**config.mk**
```make
export PLATFORM = sky130hd
export DESIGN_NAME = wb_stage
export DESIGN_NICKNAME = d
export VERILOG_FILES = /design/src/rtl/wb_stage_pkg.sv /design/src/rtl/wb_stage_load_align.sv /design/src/rtl/wb_stage.sv
export SDC_FILE = /design/constraint.sdc
export NUM_CORES = 1
export LEC_CHECK = 0
export CORE_ASPECT_RATIO = 1.1
export CORE_UTILIZATION = 49
export DETAILED_ROUTE_END_ITERATION = 8
export HOLD_SLACK_MARGIN = 0.08
export PLACE_DENSITY = 0.79
export SLEW_MARGIN = 15
export SYNTH_ARGS = -nofsm -noshare
export SYNTH_HDL_FRONTEND = slang
export SYNTH_HIERARCHICAL = 1
export SYNTH_SLANG_ARGS = --single-unit
```
**constraint.sdc**
```tcl
create_clock -name clk -period 3.1 [get_ports clk]
set_clock_uncertainty 0.05 [all_clocks]
set_input_delay 0.31 -clock clk [delete_from_list [all_inputs] [get_ports clk]]
set_output_delay 0.31 -clock clk [all_outputs]
set_load 0.005 [all_outputs]
```
**src/rtl/wb_stage_pkg.sv**
```systemverilog
// Shared writeback-stage encodings: result-select codes, load funct3 values
// and the MEM/WB pipeline register layout.
package wb_stage_pkg;

  localparam int DATA_W = 32;

  localparam logic [1:0] RESULT_ALU = 2'b00;
  localparam logic [1:0] RESULT_MEM = 2'b01;
  localparam logic [1:0] RESULT_PC4 = 2'b10;

  localparam logic [2:0] F3_LB  = 3'b000;
  localparam logic [2:0] F3_LH  = 3'b001;
  localparam logic [2:0] F3_LW  = 3'b010;
  localparam logic [2:0] F3_LBU = 3'b100;
  localparam logic [2:0] F3_LHU = 3'b101;

  typedef struct packed {
    logic              valid;
    logic              regwrite;
    logic [1:0]        result_src;
    logic [2:0]        funct3;
    logic [4:0]        rd;
    logic [DATA_W-1:0] alu_result;
    logic [DATA_W-1:0] read_data;
    logic [DATA_W-1:0] pc_plus_4;
  } memwb_t;

  function automatic logic is_half(input logic [2:0] f3);
    return (f3 == F3_LH) || (f3 == F3_LHU);
  endfunction

endpackage

```
**src/rtl/wb_stage_load_align.sv**
```systemverilog
// Load data alignment: picks the byte/half addressed by addr[1:0] out of the
// raw memory word, sign/zero-extends it, and flags misaligned half/word loads.
module load_align
  import wb_stage_pkg::*;
(
  input  logic [2:0]        funct3_i,
  input  logic [1:0]        addr_i,
  input  logic [DATA_W-1:0] word_i,
  output logic [DATA_W-1:0] data_o,
  output logic              misaligned_o
);

  logic [7:0]  byte_sel;
  logic [15:0] half_sel;

  always_comb begin
    byte_sel = word_i[7:0];
    case (addr_i)
      2'd0:    byte_sel = word_i[7:0];
      2'd1:    byte_sel = word_i[15:8];
      2'd2:    byte_sel = word_i[23:16];
      default: byte_sel = word_i[31:24];
    endcase
  end

  assign half_sel = addr_i[1] ? word_i[31:16] : word_i[15:0];

  // Unknown load funct3 falls through to the raw word.
  always_comb begin
    data_o = word_i;
    case (funct3_i)
      F3_LB:   data_o = {{24{byte_sel[7]}}, byte_sel};
      F3_LBU:  data_o = {24'd0, byte_sel};
      F3_LH:   data_o = {{16{half_sel[15]}}, half_sel};
      F3_LHU:  data_o = {16'd0, half_sel};
      F3_LW:   data_o = word_i;
      default: data_o = word_i;
    endcase
  end

  assign misaligned_o = (is_half(funct3_i) && addr_i[0]) ||
                        ((funct3_i == F3_LW) && (addr_i != 2'b00));

endmodule

```
**src/rtl/wb_stage.sv**
```systemverilog
// RV32I writeback stage: MEM/WB register, result select, register-file write
// port, forwarding copy and retire / misaligned-load counters.
module wb_stage
  import wb_stage_pkg::*;
#(
  parameter int CNT_WIDTH = 32,
  parameter int XLEN      = 32
) (
  input  logic                 clk,
  input  logic                 reset,
  input  logic                 valid_m,
  input  logic                 regwrite_m,
  input  logic [1:0]           result_src_m,
  input  logic [2:0]           funct3_m,
  input  logic [4:0]           rd_m,
  input  logic [XLEN-1:0]      alu_result_m,
  input  logic [XLEN-1:0]      read_data_m,
  input  logic [XLEN-1:0]      pc_plus_4_m,
  input  logic                 stall_w,
  input  logic                 flush_w,
  output logic                 writeback_control,
  output logic [4:0]           writeback_rd,
  output logic [XLEN-1:0]      writeback_data,
  output logic                 fwd_valid,
  output logic [4:0]           fwd_rd,
  output logic [XLEN-1:0]      fwd_data,
  output logic                 load_misaligned,
  output logic [CNT_WIDTH-1:0] retire_count,
  output logic [CNT_WIDTH-1:0] misalign_count
);

  memwb_t               memwb_q, memwb_d;
  logic [CNT_WIDTH-1:0] retire_q, retire_d;
  logic [CNT_WIDTH-1:0] misal_q, misal_d;
  logic [XLEN-1:0]      load_data;
  logic                 align_mis;
  logic                 departs;

  // Flush wins over stall; a flushed slot is an all-zero bubble.
  always_comb begin
    memwb_d = memwb_q;
    if (flush_w) begin
      memwb_d = '0;
    end else if (!stall_w) begin
      memwb_d.valid      = valid_m;
      memwb_d.regwrite   = regwrite_m;
      memwb_d.result_src = result_src_m;
      memwb_d.funct3     = funct3_m;
      memwb_d.rd         = rd_m;
      memwb_d.alu_result = alu_result_m;
      memwb_d.read_data  = read_data_m;
      memwb_d.pc_plus_4  = pc_plus_4_m;
    end
  end

  load_align u_load_align (
    .funct3_i     (memwb_q.funct3),
    .addr_i       (memwb_q.alu_result[1:0]),
    .word_i       (memwb_q.read_data),
    .data_o       (load_data),
    .misaligned_o (align_mis)
  );

  assign load_misaligned = memwb_q.valid && (memwb_q.result_src == RESULT_MEM) && align_mis;

  always_comb begin
    writeback_data = memwb_q.alu_result;
    case (memwb_q.result_src)
      RESULT_MEM: writeback_data = load_data;
      RESULT_PC4: writeback_data = memwb_q.pc_plus_4;
      default:    writeback_data = memwb_q.alu_result;
    endcase
  end

  assign writeback_control = memwb_q.valid && memwb_q.regwrite &&
                             (memwb_q.rd != 5'd0) && !load_misaligned;
  assign writeback_rd      = memwb_q.rd;

  assign fwd_valid = writeback_control;
  assign fwd_rd    = writeback_rd;
  assign fwd_data  = writeback_data;

  // An instruction counts once, on the edge it leaves WB; flush does not cancel it.
  assign departs = memwb_q.valid && !stall_w;

  always_comb begin
    retire_d = retire_q;
    misal_d  = misal_q;
    if (departs) begin
      if (load_misaligned) misal_d  = misal_q + CNT_WIDTH'(1);
      else                 retire_d = retire_q + CNT_WIDTH'(1);
    end
  end

  always_ff @(posedge clk or negedge reset) begin
    if (!reset) begin
      memwb_q  <= '0;
      retire_q <= '0;
      misal_q  <= '0;
    end else begin
      memwb_q  <= memwb_d;
      retire_q <= retire_d;
      misal_q  <= misal_d;
    end
  end

  assign retire_count   = retire_q;
  assign misalign_count = misal_q;

endmodule

```
==> results of run 1 <==
Yosys cell counts, types with 14 or more instances:
master	number
o21ai_0	34
buf_4	44
nor3_1	15
nand3_1	26
mux2i_1	108
xor2_1	16
nor2_1	122
a22oi_1	32
clkbuf_1	31
xnor2_1	46
nand2_1	90
nand4_1	28
dfrtp_1	172
buf_2	14
layer usage:
layer | wire length (um) | vias up | GRT usage [%]
li1 | - | 3515 | -
met1 | 10800 | 3817 | 36.0
met2 | 12700 | 352 | 44.2
met3 | 1580 | 48 | 5.12
met4 | 625 | 0 | 11.7
met5 | 0 | - | 0
state kept, by name (all words and copies together), names as in the netlist:
signal and count:
memwb_q 103, fwd_rd 5, misalign_count 32, retire_count 32
logic make-up after synthesis:
group | Yosys count | synth area share (%)
compound gates | 101 | 8.08
fa+ha+maj | 4 | 0.550
flops | 172 | 47.3
buf+inv | 106 | 6.55
xor+xnor | 62 | 5.97
simple gates | 331 | 17.4
mux | 118 | 14.2
what timing repair did:
action | in CTS | in global routing
endpoints found under the hold margin | 59 | 0
pin swaps | 0 | 7
hold buffers | 1 | 0
cloned | 1 | 0
resized for setup | 20 | 63
endpoints found under the setup margin | 40 | 60
buffers inserted | 5 | 7
power by group:
part,internal [mW],switching [mW]
Clock,1.30,0.924
Combinational,0.511,0.433
Sequential,2.35,0.117
cell usage in the layout (no fill, tap or decap), types with 4 or more instances in the layout:
master           instances
clkdlybuf4s50_1        219
dfrtp_1                169
nor2_1                 122
mux2i_1                108
nand2_1                 90
xnor2_1                 46
buf_4                   34
nand4_1                 28
dlymetal6s2s_1          27
nand3_1                 26
o21ai_1                 20
a22oi_2                 17
clkbuf_16               17
xor2_1                  16
a22oi_1                 16
nor3_1                  14
o21ai_0                 10
inv_1                    8
nor4_1                   8
o21bai_1                 8
o311a_1                  8
a22o_1                   8
a221o_1                  8
mux4_2                   7
and3_1                   6
or2_0                    6
or2_2                    4
nor4_2                   4
o21ai_2                  4
buf_6                    4
stage by stage:
stage	hold WS [ns]	total power [mW]	setup TNS, ns
after floorplan	-0.0356	2.93	0
after detailed placement	0.280	3.41	0
after global routing	0.271	5.83	-0.294
final	0.271	5.63	0
after global placement	0.283	3.39	0
after CTS	0.254	5.64	-0.0100
path summary, 6_finish.rpt:
kind	start	endpoint	slack, ns
min in group asynchronous	reset	memwb_q[40]$_DFFE_PN0P_	0.37
setup reg to reg	memwb_q[102]$_DFFE_PN0P_	misalign_count[23]$_DFFE_PN0P_	0.61
max in group asynchronous	reset	memwb_q[101]$_DFFE_PN0P_	1.74
hold reg to reg	retire_count[31]$_DFFE_PN0P_	retire_count[31]$_DFFE_PN0P_	0.42
hold / removal	stall_w	fwd_rd[4]$_DFFE_PN0P_	0.27
setup / recovery	memwb_q[65]$_DFFE_PN0P_	writeback_data[4]	0.03
critical path: cells and delay by family (launching register included):
kind | cells | cell delay (ns)
and+or+nand+nor | 1 | 0.22
AOI/OAI and AO/OA | 3 | 0.41
muxes | 1 | 0.49
DFF | 1 | 0.39
buffers and inverters | 3 | 0.76
cell type report:
cell class	count	area, um2
diodes	2	5.00
well taps	238	298
clock inverters	12	163
multi-input cells	617	4320
clock buffers	20	447
fillers	1371	5460
inverters	9	33.8
repair buffers	290	2910
flip-flops and latches	172	4310
==> results.toml, run 1 <==
[status]
status = "finished clean"

[synth]
syn_area_um2 = 9090
synth_top_area_share_pct = 47.3
synth-seq-cells = 172
yosys.area.top_type = "dfrtp_1"
synth_seq_area_share_pct = 47.3
syn-instance-count = 894
yosysWarnings = 6
synth-async-reset-ratio_pct = 100
ys_top_cells_by_area = "dfrtp_1 (47%), mux2i_1 (12%), nor2_1 (5.0%)"
synthFlopType = "dfrtp_1"
avgSynthCellArea_um2 = 10.2
synth_cell_types = 48
synth-edff-count = 0
synth.net_count = 1010

[clocking]
htree_levels = 4
cts_root_buffer = "clkbuf_16"
clkSlewWorstSetupHoldPaths_ns = 0.07
cts_buffers = 17
worstSkewPairLatency_ns = 0.43
cts_tree = "yes"
cts_sinks = 172
clk_path_buf_depth = 2

[route]
vias = 7732
drt-wirelength-per-cell_um = 18.9
routed_wl_mm = 25.7
ant_nets = 0
dr.pass1.iters = 5
drcViolationCount = 0
drtIter0Drc = 660
vias_per_cell = 5.69

[sta]
hold_viol_final = 0
period_minus_slack_ns = 3.07
final_max_slew_viol_count = 0
slew_headroom_pct = 40.1
tightestPinTransition_ns = 0.899
rsz0062_at_grt = "true"
fin_crit_sh_pct = 99.1
finalWorstSetupSlack_ns = 0.0293
fmax_mhz = 326
setup_violations = 0

[min_path]
whs_path_depth = 3
hold_class = "in -> reg"

[power]
power.density_nw_per_um2 = 452
p_leak_nw = 5.95
vdd_drop_max_mv = 0.424

[worst_setup_path]
endpoint_kind = "output port"
path_max_fanout = 9
slowest_delay_ns = 0.49
criticalPathCategory = "reg -> out"
startpoint_type = "flip-flop"
required_ns = 2.74
reg2regPathDepth = 7
arrival_ns = 2.71
cp_cell_sequence = "buf_6 > mux4_2 > or2_0 > o311a_1 > a22oi_2 > o21ai_2 > buf_4 > clkdlybuf4s50_1"
cpMaxStageDelayCell = "mux4_2"

[run]
drv_cap = 0

[placement]
place_inst = 1312
io_buffers = 252
hpwlAfterDp_mm = 18.4
globalplace.congestion = 0.906
place_area_um2 = 11600
dp_slack_ns = 0.177

[cells_and_area]
fin_cells = 1360
layout.nets = 1223
drive_above_1_share_pct = 11.1
area_growth_pct = 37.2
fin_area_um2 = 12500
final_util_pct = 69.6

[die]
start_util_pct = 50.7
dieArea_um2 = 19100
core_area_um2 = 17900
die_y_um = 145
die_w_um = 132
fp-row-count = 51
pin_count = 253

[global_route]
grt_pass1_vias = 7356
grt_first_pass_wirelength_mm = 40.1
grt_max_degree = 91
antenna_found_initial = 0
track_usage_pct = 27.3
globalRouteOverflowTotal = 0
(Power assumes the default switching activity.)
==> run 2: changes to the inputs <==
CORE_ASPECT_RATIO = 1.2   (was 1.1)
CORE_MARGIN = 2   (was unset)
==> results.toml, run 2 (synthesis results as in run 1) <==
[power]
power.density_nw_per_um2 = 443
seqPwrFrac_pct = 44.8
combPwrFrac_pct = 16.9
p_leak_nw = 6.12
power_frac_clock_pct = 38.3
total_power_mw = 5.50
p_sw_mw = 1.50
vdd_drop_max_mv = 0.380
p_sw_share_pct = 27.3
internal-power_mw = 4.00

[clocking]
htree_levels = 4
clkSlewWorstSetupHoldPaths_ns = 0.07
cts_sinks = 172
cts_buffers = 17
cts_tree = "yes"
cts_root_buffer = "clkbuf_16"
worstSkewPairLatency_ns = 0.43
clk_path_buf_depth = 2

[route]
vias = 7568
dr.pass1.iters = 5
drt-wirelength-per-cell_um = 19.3
drtIter0Drc = 663
ant_nets = 0
vias_per_cell = 5.67
routed_wl_mm = 25.8
drcViolationCount = 0

[die]
die_y_um = 153
dieArea_um2 = 19700
die_w_um = 128
core_area_um2 = 18200
fp-row-count = 54
start_util_pct = 50.0
pin_count = 253

[global_route]
antenna_found_initial = 1
track_usage_pct = 26.5
grt_max_degree = 110
grt_first_pass_wirelength_mm = 40.9
grt_pass1_vias = 7431
globalRouteOverflowTotal = 0

[cells_and_area]
largest_reg_flops = 103
largest_register = "memwb_q"
final_util_pct = 68.3
drive_above_1_share_pct = 10.2
fin_cells = 1334
layout.nets = 1212
layout_commonest_cell = "clkdlybuf4s50_1"
area_growth_pct = 36.5
final_cell_mix = "clkdlybuf4s50_1 (207), dfrtp_1 (168), nor2_1 (122)"

[sta]
rsz0062_at_grt = "true"
fin_crit_sh_pct = 99.8
slew_headroom_pct = 41.0
final_max_slew_viol_count = 0
fmax_mhz = 323
setup_violations = 0
hold_viol_final = 0
period_minus_slack_ns = 3.10
tightestPinTransition_ns = 0.877

[worst_setup_path]
arrival_ns = 2.74
startpoint_type = "flip-flop"
endpoint_kind = "output port"
criticalPathCategory = "reg -> out"
path_max_fanout = 11
required_ns = 2.74

[min_path]
hold_class = "in -> reg"

[placement]
hpwlAfterDp_mm = 18.0
globalplace.congestion = 0.916
place_inst = 1294
io_buffers = 252

[run]
drv_cap = 0

[status]
status = "finished clean"
## run 2: cell count changes in the layout (fill, tap and decap cells not counted), sizes merged
cell and change:
dlymetal6s2s +14, buf -11, bufinv -2, inv +4, clkbuf -1, dlygate4sd2 -2, clkdlybuf4s50 -12, a22oi -1
diode -1
## run 2: power groups by stage
| stage | registers [mW] | logic, mW | clock network [mW] |
|---|---|---|---|
| finish | 2.47 | 0.929 | 2.11 |
| global route | 2.48 | 1.01 | 2.23 |
| CTS | 2.46 | 0.916 | 2.14 |
| detailed placement | 2.50 | 0.898 | 0 |
| global placement | 2.50 | 0.889 | 0 |
| floorplan | 2.46 | 0.467 | 0 |
## run 2: area by class of cell
cell class	instances	area, um2
tap	224	280
antenna	1	2.50
timing repair buffer	280	2920
multi-input combinational	616	4300
clock inverter	14	133
sequential	172	4310
clock buffer	18	439
fill	1413	5760
inverter	9	33.8
## run 2: worst paths after layout
check / slack, ns / end / start / depth (start not counted)
hold / removal: 0.19 / misalign_count[0]$_DFFE_PN0P_ / stall_w / 3
setup reg to reg: 0.62 / misalign_count[23]$_DFFE_PN0P_ / memwb_q[102]$_DFFE_PN0P_ / 6
min in group asynchronous: 0.39 / memwb_q[41]$_DFFE_PN0P_ / reset / 2
max in group asynchronous: 1.78 / memwb_q[26]$_DFFE_PN0P_ / reset / 3
setup / recovery: 0.005 / fwd_data[6] / memwb_q[65]$_DFFE_PN0P_ / 7
hold reg to reg: 0.45 / retire_count[31]$_DFFE_PN0P_ / retire_count[31]$_DFFE_PN0P_ / 1
## run 2: timing repair
item                                    in CTS  in global routing
buffers inserted                             2                  3
gates resized for setup                     15                 79
endpoints found under the setup margin      62                 55
pin swaps                                    1                  4
cloned                                       0                  1
hold buffers                                 1                  0
hold endpoints to repair                    60                  0
## run 2: critical path, stage by stage (launching register included)
cell             delay, ns
dfrtp_2               0.43
buf_8                 0.17
mux4_1                0.53
or2_2                 0.28
o311a_1               0.12
a22oi_1               0.17
o21ai_1               0.13
clkdlybuf4s50_1       0.47
## run 2: metrics by stage
step           hold WS [ns]  cell area (um2)  setup WS (ns)  setup TNS [ns]
5_1_grt               0.197            12400        -0.0925          -0.593
3_5_place_dp          0.309            11500          0.273               0
2_1_floorplan       -0.0356             9090          0.553               0
3_3_place_gp          0.301            11500          0.337               0
4_1_cts               0.173            12200        -0.0365          -0.140
6_report              0.187            12400        0.00500               0
## run 2: per-layer routing
metal,track usage [%],up-vias,share of wire [%]
li1,-,3501,-
met1,36.0,3683,42
met2,42.6,324,48
met3,4.55,60,6.2
met4,10.1,0,3.4
met5,0,-,0
==> variant, RTL diff (config.mk and constraints of run 1) <==
Reset style: synchronous (`reset`), changed in one clocked block.
--- a/src/rtl/wb_stage.sv
+++ b/src/rtl/wb_stage.sv
@@ -92,7 +92,7 @@
     end
   end
 
-  always_ff @(posedge clk or negedge reset) begin
+  always_ff @(posedge clk) begin
     if (!reset) begin
       memwb_q  <= '0;
       retire_q <= '0;
Check against the original RTL: differs if reset is asserted again (counterexample within 4 cycles, from zero or initial values and one cycle with reset low); with reset held inactive, the same outputs for 4 cycles.
==> variant against run 1 <==
- clock power decreased by 10%
- critical path type unchanged
- sequential cell count stayed put
- global-route usage decreased by 1.1 points
- power is 14% lower
- register-to-register slack worse by 340 ps
- worst setup slack improved by 34 ps
- cell area is 7.9% lower
- routed wire length fell by 9.6%
- highest routed layer unchanged
- die area down 6.8%
- area after synthesis is 6.9% lower
==> variant: results (changes against run 1) <==
----------------------------------------------------
[Status]
  Result of the run ... finished clean (unchanged)

[Critical path]
  Reg-to-reg slack, setup ... 270 ps (was 610 ps)
  Worst flop-to-flop path startpoint ... memwb_q[101] (was memwb_q[102])
  Signal arrival time at the worst endpoint ... 2680 ps (was 2710 ps)

[Global route]
  Number of global-route vias before repair ... 7,081 (was 7,356)
  Met1 Usage GRT ... 0.316 (was 0.360)
  Met2 usage in global routing ... 0.458 (was 0.442)
  Pin count of the biggest net entering global routing ... 57 (was 91)
  Global-route wire length before repair ... 36,700 um (was 40,100 um)

[Detailed routing]
  Average detailed-routed wire length per instance ... 16.7 um (was 18.9 um)
  Met2 wirelength from detailed routing ... 11,700 um (was 12,700 um)
  DRT Pass-1 Iters ... 7 (was 5)
  Sum of met3 wire segment lengths after detailed routing ... 1420 um (was 1580 um)
  Routed length on met1 ... 9530 um (was 10,800 um)

[Power]
  Power Combinational ... 538 uW (was 944 uW)
  Leakage ... 0.00450 uW (was 0.00595 uW)
  Sum of internal, switching and leakage power ... 4830 uW (was 5630 uW)

[Logic synthesis]
  Biggest area contributors in the synthesized netlist ... sky130_fd_sc_hd__dfxtp_1, sky130_fd_sc_hd__mux2i_1, sky130_fd_sc_hd__nor2_1 (was sky130_fd_sc_hd__dfrtp_1, sky130_fd_sc_hd__mux2i_1, sky130_fd_sc_hd__nor2_1)
  Post-synth top cells ... sky130_fd_sc_hd__dfxtp_1, sky130_fd_sc_hd__nor2_1, sky130_fd_sc_hd__mux2i_1, sky130_fd_sc_hd__nand2_1, sky130_fd_sc_hd__o21ai_0 (was sky130_fd_sc_hd__dfrtp_1, sky130_fd_sc_hd__nor2_1, sky130_fd_sc_hd__mux2i_1, sky130_fd_sc_hd__nand2_1, sky130_fd_sc_hd__xnor2_1)
  Async set-or-reset flop fraction in the synthesized netlist ... 0 (was 1.00)
  Post-synth net total ... 1,075 (was 1,010)
  Count of distinct cell types in the synthesized netlist ... 55 (was 48)

[Placement]
  Placement-stage cell area ... 10,900 um^2 (was 11,600 um^2)
  Weighted congestion reported at the end of routability-driven placement ... 0.959 (was 0.906)

[Cells and area]
  Count of nets after finishing ... 1,261 (was 1,223)
  Share of final-layout standard cells stronger than drive strength 1 ... 0.0769 (was 0.111)
  Combined area of the multi-input logic cells ... 4440 um^2 (was 4320 um^2)
  Number of antenna diodes ... 0 (was 2)

[Timing]
  Transition time at the pin with the least slew margin ... 929 ps (was 899 ps)

----------------------------------------------------
## variant: cell types whose count changed in the layout (fill, tap and decap cells not counted), moves of 22 or more
| cell | change |
|---|---|
| sky130_fd_sc_hd__clkdlybuf4s50_1 | +24 |
| sky130_fd_sc_hd__dfxtp_1 | +170 |
| sky130_fd_sc_hd__xnor2_1 | -30 |
| sky130_fd_sc_hd__dlymetal6s2s_1 | -22 |
| sky130_fd_sc_hd__nor2_1 | +37 |
| sky130_fd_sc_hd__dfrtp_1 | -169 |
## variant: worst max-delay path, cell delays in order, from the launching register on
cell	delay, ps
sky130_fd_sc_hd__dfxtp_2	370
sky130_fd_sc_hd__buf_6	180
sky130_fd_sc_hd__mux4_2	500
sky130_fd_sc_hd__or2_0	210
sky130_fd_sc_hd__o311a_1	140
sky130_fd_sc_hd__a22oi_1	190
sky130_fd_sc_hd__o21ai_0	150
sky130_fd_sc_hd__clkdlybuf4s50_1	500
## variant: timing repair
action                                  4_1_cts  5_1_grt
pin swaps                                     1        0
endpoints found under the setup margin       59       58
setup buffers                                 1        0
resized for setup                            13       25
## variant: layout make-up
class / instances / area share
Multi-Input combinational cell: 671 / 0.386
Clock inverter: 11 / 0.00752
Timing Repair Buffer: 275 / 0.238
Clock buffer: 20 / 0.0398
Sequential cell: 172 / 0.300
Tap cell: 234 / 0.0255
Inverter: 8 / 0.00261
## variant: cell families (layout without fill, tap and decap cells)
logic type / count (synthesis) / in the layout / share of synthesized area
mux: 119 / 119 / 0.153
buf+inv: 116 / 314 / 0.0763
flops: 172 / 172 / 0.407
xor+xnor: 46 / 46 / 0.0476
compound gates: 129 / 129 / 0.104
fa+ha+maj: 4 / 4 / 0.00591
simple gates: 373 / 373 / 0.206
